<file path="src/rtl/immgen_pkg.sv">
// Shared immediate-format codes and helpers for the immediate generator/encoder pair.
// Pure definitions; no state and no timing.
package immgen_pkg;

   localparam logic [2:0] IMM_I = 3'b000;
   localparam logic [2:0] IMM_S = 3'b001;
   localparam logic [2:0] IMM_U = 3'b010;
   localparam logic [2:0] IMM_B = 3'b101;
   localparam logic [2:0] IMM_J = 3'b110;

   typedef struct packed {
      logic [31:0] imm;
      logic [2:0]  imm_src;
      logic [24:0] rest;
   } enc_in_t;

   typedef struct packed {
      logic [24:0] word;
      logic        range_err;
      logic        illegal;
   } enc_out_t;

   // True when v is a sign-extended value of the given width (bits >= 1).
   function automatic logic fits_signed(input logic [31:0] v, input int unsigned bits);
      logic [31:0] s;
      s = $signed(v) >>> (bits - 1);
      return (s == '0) || (s == '1);
   endfunction

endpackage

</file>
<file path="src/rtl/immediateencoder_pack.sv">
// Combinational scatter of an immediate into instruction bits [31:7] plus range/format checks.
// Zero latency; no handshake.
module immediateencoder_pack
   import immgen_pkg::*;
(
   input  logic [31:0] imm,
   input  logic [2:0]  imm_src,
   input  logic [24:0] rest,
   output logic [24:0] word,
   output logic        range_err,
   output logic        illegal
);

   always_comb begin
      word      = rest;
      range_err = 1'b0;
      illegal   = 1'b0;
      case (imm_src)
         IMM_I: begin
            word[24:13] = imm[11:0];
            range_err   = !fits_signed(imm, 12);
         end
         IMM_S: begin
            word[24:18] = imm[11:5];
            word[4:0]   = imm[4:0];
            range_err   = !fits_signed(imm, 12);
         end
         IMM_U: begin
            word[24:5] = imm[31:12];
            range_err  = |imm[11:0];
         end
         IMM_B: begin
            word[24]    = imm[12];
            word[23:18] = imm[10:5];
            word[4:1]   = imm[4:1];
            word[0]     = imm[11];
            range_err   = !fits_signed(imm, 13) || imm[0];
         end
         IMM_J: begin
            word[24]    = imm[20];
            word[23:14] = imm[10:1];
            word[13]    = imm[11];
            word[12:5]  = imm[19:12];
            range_err   = !fits_signed(imm, 21) || imm[0];
         end
         default: illegal = 1'b1;
      endcase
   end

endmodule

</file>
<file path="src/rtl/immediateencoder.sv">
// Two-stage valid/ready immediate encoder: output 2 cycles after accept, 1 beat/cycle.
// Backpressure: stages hold under !out_ready; in_ready drops once both stages are full.
module immediateencoder
   import immgen_pkg::*;
#(
   parameter int ERR_CNT_W = 16
)
(
   input  logic                 clk,
   input  logic                 rst_n,
   input  logic                 in_valid,
   output logic                 in_ready,
   input  logic [31:0]          imm,
   input  logic [2:0]           ImmSrc,
   input  logic [24:0]          rest_31_7,
   output logic                 out_valid,
   input  logic                 out_ready,
   output logic [24:0]          instruction_31_7,
   output logic                 out_range_err,
   output logic                 out_illegal,
   output logic [ERR_CNT_W-1:0] err_count
);

   logic     s1_valid;
   enc_in_t  s1;
   logic     s2_valid;
   enc_out_t s2;
   enc_out_t packed_s1;
   logic     s2_adv;
   logic     deliver_err;

   immediateencoder_pack u_pack (
      .imm       (s1.imm),
      .imm_src   (s1.imm_src),
      .rest      (s1.rest),
      .word      (packed_s1.word),
      .range_err (packed_s1.range_err),
      .illegal   (packed_s1.illegal)
   );

   // Stage 2 frees up whenever it is empty or being popped, so a pop and push can coincide.
   assign s2_adv   = !s2_valid || out_ready;
   assign in_ready = !s1_valid || s2_adv;

   always_ff @(posedge clk or negedge rst_n) begin
      if (!rst_n) begin
         s1_valid <= 1'b0;
         s1       <= '0;
      end else if (in_ready) begin
         s1_valid <= in_valid;
         if (in_valid) begin
            s1.imm     <= imm;
            s1.imm_src <= ImmSrc;
            s1.rest    <= rest_31_7;
         end
      end
   end

   always_ff @(posedge clk or negedge rst_n) begin
      if (!rst_n) begin
         s2_valid <= 1'b0;
         s2       <= '0;
      end else if (s2_adv) begin
         s2_valid <= s1_valid;
         if (s1_valid) begin
            s2 <= packed_s1;
         end
      end
   end

   assign out_valid        = s2_valid;
   assign instruction_31_7 = s2.word;
   assign out_range_err    = s2.range_err;
   assign out_illegal      = s2.illegal;

   assign deliver_err = s2_valid && out_ready && (s2.range_err || s2.illegal);

   always_ff @(posedge clk or negedge rst_n) begin
      if (!rst_n) begin
         err_count <= '0;
      end else if (deliver_err && (err_count != '1)) begin
         err_count <= err_count + 1'b1;
      end
   end

endmodule

</file>
<file path="config.mk">
export PLATFORM = sky130hd
export DESIGN_NAME = immediateencoder
export DESIGN_NICKNAME = d
export VERILOG_FILES = /design/src/rtl/immgen_pkg.sv /design/src/rtl/immediateencoder_pack.sv /design/src/rtl/immediateencoder.sv
export SDC_FILE = /design/constraint.sdc
export NUM_CORES = 1
export LEC_CHECK = 0
export ABC_AREA = 1
export CAP_MARGIN = 20
export CORE_AREA = 5 5 105 107
export DETAILED_ROUTE_END_ITERATION = 10
export DIE_AREA = 0 0 110 112
export GPL_TIMING_DRIVEN = 0
export PLACE_DENSITY = 0.78
export SLEW_MARGIN = 20
export SYNTH_ARGS = -nofsm -noshare
export SYNTH_HDL_FRONTEND = slang
export SYNTH_SLANG_ARGS = --single-unit
</file>
<file path="constraint.sdc">
create_clock -name clk -period 2.08 [get_ports clk]
set_clock_uncertainty 0.15 [all_clocks]
set_input_delay 0.52 -clock clk [delete_from_list [all_inputs] [get_ports clk]]
set_output_delay 0.52 -clock clk [all_outputs]
set_load 0.05 [all_outputs]
</file>
======== Yosys cells after proc, flatten, opt, wreduce, memory -nomap -nowiden ========
Cells that the tools add are included.
storage, ports and cells
  flip-flop bits (word level) ............. 105
  bits of input ports ..................... 64
  logic and storage cells ................. 50
cells by class
  add/sub/neg operators ................... 1
  equal/unequal tests ..................... 8
  mux-type cells .......................... 6
  reductions and logical operators ........ 26
operator list
  operator               count
  $eq 32x32->1 const B   3
  $logic_not 32->1       3
  $pmux 7 s4             1
  $add 16x1->16 const B  1
  $ne 16x16->1 const B   1
  $pmux 5 s3             1
  $reduce_or 12->1       1
  $pmux 5 s2             1
  $logic_or 1x1->1       8
  $mux 8                 1
  $eq 3x3->1 const B     2
  $logic_not 1->1        5
  $reduce_or 5->1        1
  $pmux 1 s4             1
  $reduce_and 2->1       2
  $reduce_or 2->1        2
  $eq 3x1->1 const B     1
  $eq 3x2->1 const B     1
  $logic_and 1x1->1      3
  $logic_not 3->1        1
  $mux 1                 1

======== Depth between registers and ports, before layout ========
  depth in word-level cells ............... 5
  depth in mapped cells ................... 12
  mapped depth without buffers ............ 12

======== Cells and area by module ========
Synthesis repeated with hierarchy kept, for this count alone.
second synthesis, totals
  cell total of the unflattened synthesis .. 518
  area, all modules ....................... 5228.8 sq um
by module, submodules not included
  module                 times used  cells an instance  area an instance (sq um)  seq. area each (sq um)
  immediateencoder       1           351                4433.0                    2627.5
  immediateencoder_pack  1           167                795.8                     0.0

======== Worst setup path after synthesis ========
OpenSTA, ideal clock, no wires.
  path type ............................... flip-flop to flip-flop
  start point ............................. register s2_valid (netlist: out_valid)
  end point ............................... register, netlist name s1[0]
  setup time .............................. 125 ps
  arrival time ............................ 2219 ps
  data required time ...................... 1805 ps
  path slack .............................. -414 ps
  cell stages (with the launch flop) ...... 5
  buffers on the path ..................... 1
  clock period less this slack ............ 2494 ps
  cells stage by stage .................... dfrtp_1 nand3_1 nand2_1 buf_2 mux2_2
on the way
  cells in the longest elaborated chain, start to end .. 4
ends and longest elaborated chain
  element                     RTL line                RTL
  start, declared             immediateencoder.sv:26  logic s2_valid;
  start signal, assigned      immediateencoder.sv:64  s2_valid <= s1_valid;
  $logic_not 1->1             immediateencoder.sv:42  assign s2_adv = !s2_valid || out_ready;
  $logic_or 1x1->1            immediateencoder.sv:42
  $logic_or 1x1->1            immediateencoder.sv:43  assign in_ready = !s1_valid || s2_adv;
  via in_ready                immediateencoder.sv:12  output logic in_ready,
  $reduce_and 2->1 (no line)  n/a
The timed path passes the listed nets, and every way through them passes these cells.
A chain may end at the register's enable or synchronous reset.

======== Final worst setup path ========
  start point ............................. register err_count[0]
  end point ............................... output err_count[0]
RTL lines
  element                 RTL line                RTL
  start, declared         immediateencoder.sv:21  output logic [ERR_CNT_W-1:0] err_count
  start signal, assigned  immediateencoder.sv:82  err_count <= err_count + 1'b1;
No word-level cell between the ends.

==> flow_metrics.tcl <==
set metrics [dict create \
    status "finished, final reports clean" \
    syn2layout_area_growth_pct 31.07 \
    drtAntennaViolNets 0 \
    worstSetupPathType "reg -> out" \
    synth-main-ff-cell "dfrtp_1" \
    die-area_um2 12320 \
    core_um2 10050 \
    cts_buffers 9 \
    grt.total_usage_pct 21.95 \
    ys_seq_elements 105 \
    slowest_delay_ps 550 \
    clk_latency_ps 370 \
    avgSynthCellArea_um2 9.225 \
    vias_per_cell 5.274 \
    die_w_um 110 \
    ios 109 \
    critical_path.max_fanout 7 \
    critical_path.slowest_cell "dlygate4sd2_1" \
    cts_tree "yes" \
    path_buf_inv 1 \
    grt_pass1_vias 4283 \
    cp.depth 1 \
    grt_pass1_wl_mm 21.03 \
    reg2reg_to "err_count[5]" \
    finalSetupTns_ps 0 \
    startpoint "err_count[0]" \
    drt-pass1-iter-count 5 \
    finalHoldViolCount 0 \
    ir_drop_mv 0.7022 \
    htreeDepth 3 \
    fmax_mhz 492.9 \
    port_buffers 108 \
    rr_startpoint "err_count[0]" \
    slew_headroom_pct 64.80 \
    wl_mm 12.84 \
    place.gp.congestion 0.9544 \
    syn_nets 591 \
    yosysWarnings 0 \
    dieHeight_um 112 \
    avgRoutedWirePerCell_um 16.30 \
    worst_setup_path_end_kind "primary output" \
    utilization_pct 63.31 \
    async_reset_ff_share_pct 100.0 \
    synth_top_area_cell "dfrtp_1" \
    worstMarginPinSlew_ps 528.0 \
    place_hpwl_mm 9.985 \
    reg2regPathDepth 9 \
    vias 4156 \
    endpoint "err_count[0]" \
    path_delay_family "buffers and inverters" \
    dpl-instance-area_um2 6141 \
    overflow 0 \
    path_cells "dlygate4sd2_1" \
    drc_errors 0 \
    synth_edf_count 0 \
    drv_cap 0 \
    synth_cell_types 33 \
    synthCells 526 \
    p_leak_nw 2.890 \
    critPathArrivalTime_ps 1360 \
    drv_slew 0 \
    initial_core_util_pct 48.30 \
    grt_max_degree 63 \
    synthTopCellsByArea "dfrtp_1, mux2_2, nand2_1" \
    yosysSeqAreaShare_pct 54.15 \
    critPathLaunchType "flip-flop" \
    antenna_found_initial 0 \
    stdcell_area_um2 6360 \
    post-route-min-period_ps 2029 \
    clkSinkCount 105 \
    hold_path_class "reg -> reg" \
    cp.required_ps 1410 \
    clk_pin_slew_ps 110 \
    period_share_pct 97.53 \
    rrSetupSlack_ps 130 \
    synth.cell_area_um2 4852 \
    netlist.area_leader.share_pct 54.15 \
    antenna_cells 0 \
    post-cts-setup-buffer-count 0 \
    finalSetupViolations 0 \
    rows 37 \
    fin_nets 712 \
    p_per_area_nw_per_um2 1125 \
    cts-root-buf "clkbuf_8" \
    cts_buffer_depth 2 \
    drtIter0Drc 322 \
    drive_gt1_share_pct 13.96 \
]
==> sequential cells by signal, summed over array words and instances, names as in the netlist <==
signal,cells
out_range_err,1
instruction_31_7,25
s1_valid,1
s1,60
err_count,16
out_illegal,1
out_valid,1
==> Yosys cell counts, types with 2 or more instances <==
cell	count
xnor2_1	4
nand2_1	105
buf_2	7
mux2_2	39
nand2_2	3
xor2_1	10
nor2_4	2
nand3_1	15
nor2_1	73
nor3_1	7
buf_6	2
dfrtp_1	105
o22ai_1	3
inv_1	37
clkbuf_1	7
a22oi_1	3
a21oi_1	30
inv_2	6
o21ai_1	23
a211oi_1	3
a31oi_1	8
nand4_1	3
o21ai_0	21
==> layout make-up <==
class	count	area (um2)
fillers	839	3686
clock buffers	9	123.9
plain buffers	16	86.33
clock inverters	7	110.1
multi-input cells	362	2007
well taps	136	170.2
repair buffers	110	1070
flip-flops and latches	105	2631
inverters	43	161.4
==> layout by cell type (no fill, tap or decap), types with 4 or more instances in the layout <==
master	count
clkbuf_1	5
xnor2_1	4
inv_1	37
a21oi_1	30
buf_2	7
o21ai_1	23
xor2_1	10
dlygate4sd2_1	41
nor3_1	7
a31oi_1	8
nor2_1	72
clkbuf_8	9
o21ai_0	21
nand2_1	104
dfrtp_1	102
clkdlybuf4s50_1	62
mux2_2	39
nand3_1	13
buf_6	4
inv_2	6
==> metrics by stage <==
step / setup WS, ps / power (W) / hold slack (ps) / cells
final: 51.33 / 0.007153 / 349.0 / 788
after global routing: -21.40 / 0.007537 / 387.0 / 788
after CTS: -29.51 / 0.007174 / 355.1 / 788
after detailed placement: -551.8 / 0.005923 / 318.4 / 771
after global placement: -3772 / 0.005831 / 323.5 / 770
after floorplan: 24.47 / 0.004774 / 74.41 / 526
==> worst min path at each step <==
stage / start / endpoint / slack, ps / cells after the start
after global placement: instruction_31_7[21] / instruction_31_7[21] / 320 / 2
after floorplan: rst_n / err_count[0] / 70 / 0
final: instruction_31_7[6] / instruction_31_7[6] / 350 / 2
after CTS: instruction_31_7[6] / instruction_31_7[6] / 360 / 2
after detailed placement: rst_n / err_count[12] / 320 / 1
after global routing: s1[5] / s1[5] / 390 / 1
==> report_power, final <==
group          leakage [nW]  total (W)  switching, W  internal (W)
registers              1.24    0.00291      0.000398       0.00251
logic                  1.54    0.00278       0.00193      0.000847
clock network         0.116    0.00147      0.000759      0.000708
==> timing repair <==
item / CTS / global route
hold endpoints to repair: 43 / 0
resized for setup: 50 / 14
endpoints found under the setup margin: 100 / 50
hold buffers: 1 / 0
pin swaps: 0 / 0
==> layer usage <==
metal	global-route usage [%]	share of wire (%)	vias to the layer above	routed length [um]
met5	0	0	-	0
met4	6.816	2.3	0	297
met3	4.638	7.5	24	962
met1	29.06	41	1968	5277
met2	35.92	49	191	6306
li1	-	-	1973	-
==> cell families after synthesis <==
group                      after synthesis  share of synthesized area (%)
DFF                                    105                          54.15
muxes                                   39                          9.051
and+or+nand+nor                        214                          18.44
AOI/OAI and AO/OA                       94                          10.52
adders and majority gates                1                         0.2578
buffers and inverters                   59                          5.054
xor gates and xnor gates                14                          2.527
==> worst min-delay path: stages, from the launching register on <==
cell	delay [ps]
dfrtp_1	360
nand2_1	50
o21ai_1	60
Note: power is estimated with default switching activity, not from simulation.
